[src/rtl/alu_pkg.sv]
// Shared ALU op encoding, RV32 decode field constants and the default issue packet.
// Packet fields here use the 32-bit default width; width-generic users define their own.
package alu_pkg;

    typedef enum logic [1:0] {
        ADD_OP = 2'd0,
        SUB_OP = 2'd1,
        AND_OP = 2'd2,
        OR_OP  = 2'd3
    } alu_op_e;

    localparam logic [6:0] OPC_OP     = 7'b0110011;
    localparam logic [6:0] OPC_OP_IMM = 7'b0010011;

    localparam logic [2:0] F3_ADD_SUB = 3'b000;
    localparam logic [2:0] F3_AND     = 3'b111;
    localparam logic [2:0] F3_OR      = 3'b110;

    localparam logic [6:0] F7_BASE    = 7'b0000000;
    localparam logic [6:0] F7_SUB     = 7'b0100000;

    localparam int ALU_DATA_W = 32;

    typedef struct packed {
        alu_op_e                 op;
        logic [ALU_DATA_W-1:0]   elemA;
        logic [ALU_DATA_W-1:0]   elemB;
        logic [4:0]              rd;
    } issue_pkt_t;

    // Maps the three legal funct3 values shared by OP and OP_IMM; SUB is handled by the caller.
    function automatic logic f3_to_op(input logic [2:0] f3, output alu_op_e op);
        op = ADD_OP;
        case (f3)
            F3_ADD_SUB: begin op = ADD_OP; return 1'b1; end
            F3_AND:     begin op = AND_OP; return 1'b1; end
            F3_OR:      begin op = OR_OP;  return 1'b1; end
            default:    return 1'b0;
        endcase
    endfunction

endpackage

[src/rtl/alu_skid_buf.sv]
// Two-entry valid/ready skid buffer: slot0 drives the outputs, slot1 catches one
// extra accept while slot0 is stalled. Ready depends only on registered state.
module alu_skid_buf
    import alu_pkg::*;
#(
    parameter type T = issue_pkt_t
) (
    input  logic i_clk,
    input  logic i_rst_n,
    input  logic i_valid,
    output logic o_ready,
    input  T     i_data,
    output logic o_valid,
    input  logic i_ready,
    output T     o_data
);

    logic s0_full;
    logic s1_full;
    T     s0_data;
    T     s1_data;
    logic accept;

    assign accept  = i_valid && !s1_full;
    assign o_ready = !s1_full;
    assign o_valid = s0_full;
    assign o_data  = s0_data;

    // slot1 can only be occupied while slot0 is, so the empty-slot0 branch ignores it.
    always_ff @(posedge i_clk or negedge i_rst_n) begin
        if (!i_rst_n) begin
            s0_full <= 1'b0;
            s1_full <= 1'b0;
            s0_data <= '0;
            s1_data <= '0;
        end else if (!s0_full) begin
            if (accept) begin
                s0_data <= i_data;
                s0_full <= 1'b1;
            end
        end else if (i_ready) begin
            if (s1_full) begin
                s0_data <= s1_data;
                s1_full <= 1'b0;
            end else if (accept) begin
                s0_data <= i_data;
            end else begin
                s0_full <= 1'b0;
            end
        end else if (accept) begin
            s1_data <= i_data;
            s1_full <= 1'b1;
        end
    end

endmodule

[src/rtl/alu_issue_decoder.sv]
// Decodes RV32 OP/OP_IMM words into ALU issue packets behind a two-entry skid buffer.
// Illegal encodings are consumed, pulsed on o_illegal and counted, never issued.
module alu_issue_decoder
    import alu_pkg::*;
#(
    parameter int DATA_WIDTH = 32,
    parameter int CNT_W      = 8
) (
    input  logic                  i_clk,
    input  logic                  i_rst_n,
    input  logic                  i_valid,
    output logic                  o_ready,
    input  logic [31:0]           i_instr,
    input  logic [DATA_WIDTH-1:0] i_rs1_data,
    input  logic [DATA_WIDTH-1:0] i_rs2_data,
    output logic                  o_valid,
    input  logic                  i_ready,
    output alu_op_e               o_op,
    output logic [DATA_WIDTH-1:0] o_elemA,
    output logic [DATA_WIDTH-1:0] o_elemB,
    output logic [4:0]            o_rd,
    output logic                  o_illegal,
    output logic [CNT_W-1:0]      o_illegal_cnt
);

    typedef struct packed {
        alu_op_e                 op;
        logic [DATA_WIDTH-1:0]   elemA;
        logic [DATA_WIDTH-1:0]   elemB;
        logic [4:0]              rd;
    } pkt_t;

    logic [6:0] opcode;
    logic [2:0] funct3;
    logic [6:0] funct7;
    logic       dec_legal;
    pkt_t       dec_pkt;
    pkt_t       out_pkt;
    logic       accept;
    logic       push;
    logic       unused_instr_bits;

    assign opcode = i_instr[6:0];
    assign funct3 = i_instr[14:12];
    assign funct7 = i_instr[31:25];

    // Register indices are resolved upstream; only rd travels with the packet.
    assign unused_instr_bits = ^i_instr[24:15];

    always_comb begin
        alu_op_e f3_op;
        logic    f3_ok;
        dec_legal     = 1'b0;
        dec_pkt.op    = ADD_OP;
        dec_pkt.elemA = i_rs1_data;
        dec_pkt.elemB = i_rs2_data;
        dec_pkt.rd    = i_instr[11:7];
        f3_ok         = f3_to_op(funct3, f3_op);
        case (opcode)
            OPC_OP: begin
                if (funct7 == F7_BASE && f3_ok) begin
                    dec_legal  = 1'b1;
                    dec_pkt.op = f3_op;
                end else if (funct7 == F7_SUB && funct3 == F3_ADD_SUB) begin
                    dec_legal  = 1'b1;
                    dec_pkt.op = SUB_OP;
                end
            end
            OPC_OP_IMM: begin
                dec_pkt.elemB = DATA_WIDTH'($signed(i_instr[31:20]));
                if (f3_ok) begin
                    dec_legal  = 1'b1;
                    dec_pkt.op = f3_op;
                end
            end
            default: dec_legal = 1'b0;
        endcase
    end

    assign accept = i_valid && o_ready;
    assign push   = accept && dec_legal;

    alu_skid_buf #(
        .T (pkt_t)
    ) u_skid (
        .i_clk   (i_clk),
        .i_rst_n (i_rst_n),
        .i_valid (push),
        .o_ready (o_ready),
        .i_data  (dec_pkt),
        .o_valid (o_valid),
        .i_ready (i_ready),
        .o_data  (out_pkt)
    );

    assign o_op    = out_pkt.op;
    assign o_elemA = out_pkt.elemA;
    assign o_elemB = out_pkt.elemB;
    assign o_rd    = out_pkt.rd;

    always_ff @(posedge i_clk or negedge i_rst_n) begin
        if (!i_rst_n) begin
            o_illegal     <= 1'b0;
            o_illegal_cnt <= '0;
        end else begin
            o_illegal <= accept && !dec_legal;
            if (accept && !dec_legal && o_illegal_cnt != '1) begin
                o_illegal_cnt <= o_illegal_cnt + 1'b1;
            end
        end
    end

endmodule

[config.mk]
export PLATFORM = sky130hd
export DESIGN_NAME = alu_issue_decoder
export DESIGN_NICKNAME = d
export VERILOG_FILES = /design/src/rtl/alu_pkg.sv /design/src/rtl/alu_skid_buf.sv /design/src/rtl/alu_issue_decoder.sv
export SDC_FILE = /design/constraint.sdc
export NUM_CORES = 1
export LEC_CHECK = 0
export ABC_AREA = 1
export BUFFER_PORTS_ARGS = -buffer_cell sky130_fd_sc_hd__buf_2
export CORE_MARGIN = 10
export CORE_UTILIZATION = 50
export CTS_CLUSTER_DIAMETER = 30
export DETAILED_ROUTE_END_ITERATION = 7
export PLACE_DENSITY = 0.75
export SYNTH_ARGS = -nofsm -noshare
export SYNTH_HDL_FRONTEND = slang
export SYNTH_SLANG_ARGS = --single-unit
export TNS_END_PERCENT = 50
[constraint.sdc]
create_clock -name i_clk -period 2.4 [get_ports i_clk]
set_input_delay 0.12 -clock i_clk [delete_from_list [all_inputs] [get_ports i_clk]]
set_output_delay 0.12 -clock i_clk [all_outputs]
set_load 0.01 [all_outputs]
# Word-level counts from Yosys, hierarchy flattened
# Index checks and enable logic that the tools add are counted.
[classes] muxes=21 bitwise_logic=1 reduce_logical=15 n_addsub=1 eq_ne=7
[ops] op="$mux 71" count=4
[ops] op="$mux 32" count=1
[ops] op="$eq 7x6->1 const B" count=2
[ops] op="$mux 1" count=11
[ops] op="$add 8x1->8 const B" count=1
[ops] op="$ne 8x8->1 const B" count=1
[ops] op="$pmux 2 s2" count=2
[ops] op="$eq 7x5->1 const B" count=1
[ops] op="$logic_and 1x1->1" count=7
[ops] op="$logic_not 7->1" count=1
[ops] op="$eq 3x3->1 const B" count=2
[ops] op="$mux 2" count=2
[ops] op="$logic_not 3->1" count=1
[ops] op="$reduce_and 3->1" count=1
[ops] op="$reduce_or 3->1" count=1
[ops] op="$logic_not 1->1" count=2
[ops] op="$ne 2x2->1 const B" count=1
[ops] op="$pmux 1 s2" count=1
[ops] op="$reduce_and 2->1" count=1
[ops] op="$reduce_bool 2->1" count=1
[ops] op="$not 1->1" count=1
[word_totals] output_inout_bits=82 reg_bits=153 input_bits=100 word_cells=57

# Depth between registers and ports, before layout
[logic_depth] ltp_word=12 ltp_mapped=12 depth_no_buf=11

# Cells and area by module
# A second synthesis with hierarchy kept.
[unflattened] cells_unflattened=1250 hier_area_um2=8488.1
[by_module_without_submodules] mod="alu_skid_buf" instances=1 cells_per_inst=1069 seq_area_each_um2=3603.5 area_per_inst_um2=7463.4
[by_module_without_submodules] mod="alu_issue_decoder" instances=1 cells_per_inst=181 seq_area_each_um2=225.2 area_per_inst_um2=1024.7

# Worst setup path before layout
# OpenSTA, ideal clock, no wires.
[synth_path] kind="flip-flop to flip-flop" start="reg o_illegal_cnt[0]" end="reg o_illegal_cnt[4]" stages_incl_launch_ff=9 setup_ns=0.127 setup_slack_ns=0.820 arrival_time_ns=1.453 t_required_ns=2.273 period_less_slack_ns=1.580 n_path_buf=0 cell_sequence="dfrtp_1 > ha_1 > nand3_1 > nor3_1 > nand3_1 > nand2_2 > inv_1 > nand2_1 > o21ai_0"
[synth_between] elab_chain_cells=2 word_cells_on_any_way=3 cone_classes="1 x add/sub; 1 x eq/ne; 1 x reduce/logical"
[synth_lines] item="start, declared" line="alu_issue_decoder.sv:23" rtl="output logic [CNT_W-1:0] o_illegal_cnt"
[synth_lines] item="start signal, assigned" line="alu_issue_decoder.sv:108" rtl="o_illegal_cnt <= o_illegal_cnt + 1'b1;"
[synth_lines] item="parallel branches: the longest is 2 deep, another holds $add 8x1->8"
# Several ways; the timed one is not identified.
# A chain may end at the register's enable or synchronous reset.

# Final worst setup path
[layout_path] start="reg u_skid.s0_full, in the netlist u_skid.o_valid" end="reg u_skid.s1_data[51] (netlist bit)"
[layout_between] elab_chain_cells=1
[layout_lines] item="start, declared" line="alu_skid_buf.sv:18" rtl="logic s0_full;"
[layout_lines] item="start signal, assigned" line="alu_skid_buf.sv:32" rtl="s0_full <= 1'b0;"
[layout_lines] item="start signal, assigned" line="alu_skid_buf.sv:39" rtl="s0_full <= 1'b1;"
[layout_lines] item="start signal, assigned" line="alu_skid_buf.sv:48" rtl="s0_full <= 1'b0;"
[layout_lines] item="$reduce_and 3->1 (no line)"
[layout_lines] item="end signal, assigned" line="alu_skid_buf.sv:51" rtl="s1_data <= i_data;"
[layout_lines] item="end, declared" line="alu_skid_buf.sv:21" rtl="T s1_data;"
# Every way passes these cells.

==> impl_results.md <==
* Initial Utilization at approximately half
* Syn_nets at about 1300
* Synth Area in Compound Gates at approximately 2.3%
* Non-Filler Instances at between 1500 and 2000
* Residual DRC count at 0
* Share of post-route cells with drive strength above 1 at approximately 17%
* Sequential element share of the synthesized area at roughly 48%
* Later-pin clock latency in the skew report at 0.41 ns
* Synth area leader: dfrtp_1
* Post-synthesis adder-cell area fraction at less than 1%
* Setup bufs post-CTS at 0
* Vias/cell at ~5.1
* CTS tree: done
* Synth Area in Simple Gates at 43.5%
* Core area at around 16000 sq um
* Number of setup violations in the final report at 0
* 1st-pass router iterations at 7
* Dominant synthesized flop cell: dfrtp_1
* Post-Synth XOR/XNOR Area at less than 1%
* Critical path data required time at between 2 and 3 ns
* Worst VDD drop at 0.542 mV
* Die W at roughly 150 um
* Sink Count at between 150 and 200
* Crit Path Class: reg -> reg
* Synth Instances at approximately 1200
* Drt wl/cell at 14.4 um
* CP Capture Type: register
* Placed cell count at between 1500 and 2000
* Drt first-iter violations at around 620
* Power per standard cell area at approximately 750 nW/um^2
* Largest net degree at the start of global routing at between 100 and 150
* Synth warnings at 0
* Nets at ~1400
* Fmax at 523 MHz
* Syn Std Cell Area at ~8000 sq um
* Outcome: finished clean
* Combinational family with the most area after synthesis: simple AND/OR/NAND/NOR gates
* Yosys top cell area share at 47.6%
* FILL cells at 1396
* Die H at 147 um
* Crit path max fanout at between 50 and 60
* Slowest-stage cell, CP: inv_2
* Total GRT Usage at 21.2%
* Die area at around 22000 sq um
* First-pass GRT wire length at 38.6 mm
* H-tree Lvls at 4
* Longest Clk Path Bufs at 2
* Setup ws final at ~0.49 ns
* Area Overhead vs Synth at 24.6%
* #FFs+latches synth at between 150 and 200
* GRT Residual Overflow at 0
* DRT antenna net count at 0
* Final TNS setup at 0 ns
* Number of global-route vias before repair at 7850
* Final worst-path cycle share at roughly 80%
* Final Hold Fails at 0
* Root Buffer: clkbuf_16
* Initial antenna violation count at 0
* CP cell instances: inv_1 -> nor2_4 -> inv_1 -> nor2_4 -> inv_2 -> nand2_1 -> nand2_1
* Min cycle time layout at ~1.9 ns
* CP max stage delay at between 0.7 and 0.8 ns
* Clock skew at approximately 0.011 ns
* Unrepaired setup endpoints after global routing: false
* Worst min path class: in -> reg
* Cell Rows at 46
* Asr flop ratio synth at 100%
* Distinct cells, synth at 25
* EDFF count, synth at 0
* Worst Tran Pin Value at about 1.1 ns
* I/O pin count at between 150 and 200
* Area after DPL at 9040 sq um
* HPWL after DPL at approximately 14 mm
* RePlAce Congestion at roughly 0.83
* Slew Limit Fails at 0
* Max_cap viols at 0
* Post-Route WL at between 20 and 25 mm
* DR vias at ~8000
* Leakage at just under 6 nW
* Most frequent cells in the layout: 573 x nand2_1, 175 x buf_2, 157 x nand3_1
* Most common cell after layout, fill and taps aside: nand2_1
* Ant diodes at 0
* Syn_area_per_cell at ~6.9 sq um
* Max-slew headroom at about 28%
* Synth top area cells: dfrtp_1 48%, nand2_1 27%, nand3_1 9.8%, nor2_1 5.9%, clkbuf_1 2.4%
* Mux cell area share after synthesis at 0%
* Worst EP arrival at between 2 and 2.5 ns
* PortBufs at 176
* Post-Place Setup Slack at approximately 0.35 ns
* Clock slew at reported path FFs at 0.07 ns
* Final instance area at ~10000 sq um
* Total CTS buffers at 17
* Crit path launch type: register
## power by group
part	switching, mW	internal, mW	total, mW
Sequential	0.315	2.97	3.28
Combinational	0.946	0.682	1.63
Clock	1.05	1.58	2.64
## layout make-up
class | count | area [sq um] | area share, %
Clock buffer | 21 | 460 | 4.60
Sequential cell | 153 | 3830 | 38.2
Multi-Input combinational cell | 911 | 3760 | 37.6
Tap cell | 216 | 270 | 2.70
Inverter | 31 | 116 | 1.16
Clock inverter | 11 | 123 | 1.22
Timing Repair Buffer | 230 | 1450 | 14.5
## layer usage
layer	GRT usage (%)	share of wire (%)	vias up	wire length, um
met5	0	0	-	0
met1	26.7	43	3726	9740
met3	4.61	5.6	38	1280
met2	35.0	49	253	11100
li1	-	-	3986	-
met4	7.76	2.5	0	568
## cells by family (layout without fill, tap and decap cells)
logic type / Yosys count / in the layout
adders and majority gates: 1 / 1
buffers and inverters: 104 / 293
and+or+nand+nor: 868 / 868
DFF: 153 / 153
AOI/OAI and AO/OA: 36 / 36
xor gates and xnor gates: 6 / 6
## Yosys cell counts (all sizes together), types with 2 or more instances
| cell | instances |
|---|---|
| nor2 | 129 |
| clkbuf | 52 |
| xor2 | 2 |
| inv | 30 |
| a21oi | 15 |
| nand4 | 2 |
| o21ai | 20 |
| nand3 | 158 |
| nor3 | 2 |
| dfrtp | 153 |
| buf | 21 |
| nand2 | 576 |
| xnor2 | 4 |
## state kept, by name, indices dropped and copies added (netlist names)
name            flops
o_illegal           1
o_illegal_cnt       8
u_skid.o_data      71
u_skid.o_valid      1
u_skid.s1_data     71
u_skid.s1_full      1
## worst paths after layout
path / start / end / slack, ns / cells past startpoint
worst max-delay path: u_skid.o_valid / u_skid.s1_data[51] / 0.49 / 7
worst min-delay path: i_rs2_data[20] / u_skid.s1_data[25] / 0.03 / 5
worst min register to register: u_skid.s1_data[43] / u_skid.s1_data[43] / 0.47 / 2
min in group asynchronous: i_rst_n / u_skid.o_data[17] / 0.16 / 2
worst max register to register: u_skid.o_valid / u_skid.s1_data[51] / 0.49 / 7
max in group asynchronous: i_rst_n / u_skid.s1_data[56] / 1.56 / 3
## repair_timing
action                                 4_1_cts  5_1_grt
endpoints found under the hold margin      191        0
resized for setup                            0        0
hold buffers                                39        0
## per-stage QoR
step	total power [mW]	hold slack [ns]	utilization (%)
final	7.55	0.0308	63.3
after global routing	8.02	0.0411	63.3
after CTS	7.62	0.0126	63.3
after detailed placement	4.92	0.0298	57.1
after global placement	4.86	0.0298	57.1
after floorplan	4.14	-0.176	-
## critical path: cells and delay by family (launching register included)
kind | cells | cell delay (ns)
and+or+nand+nor | 4 | 0.36
buffers and inverters | 3 | 1.01
DFF | 1 | 0.47
Note: power is estimated with default switching activity, not from simulation.
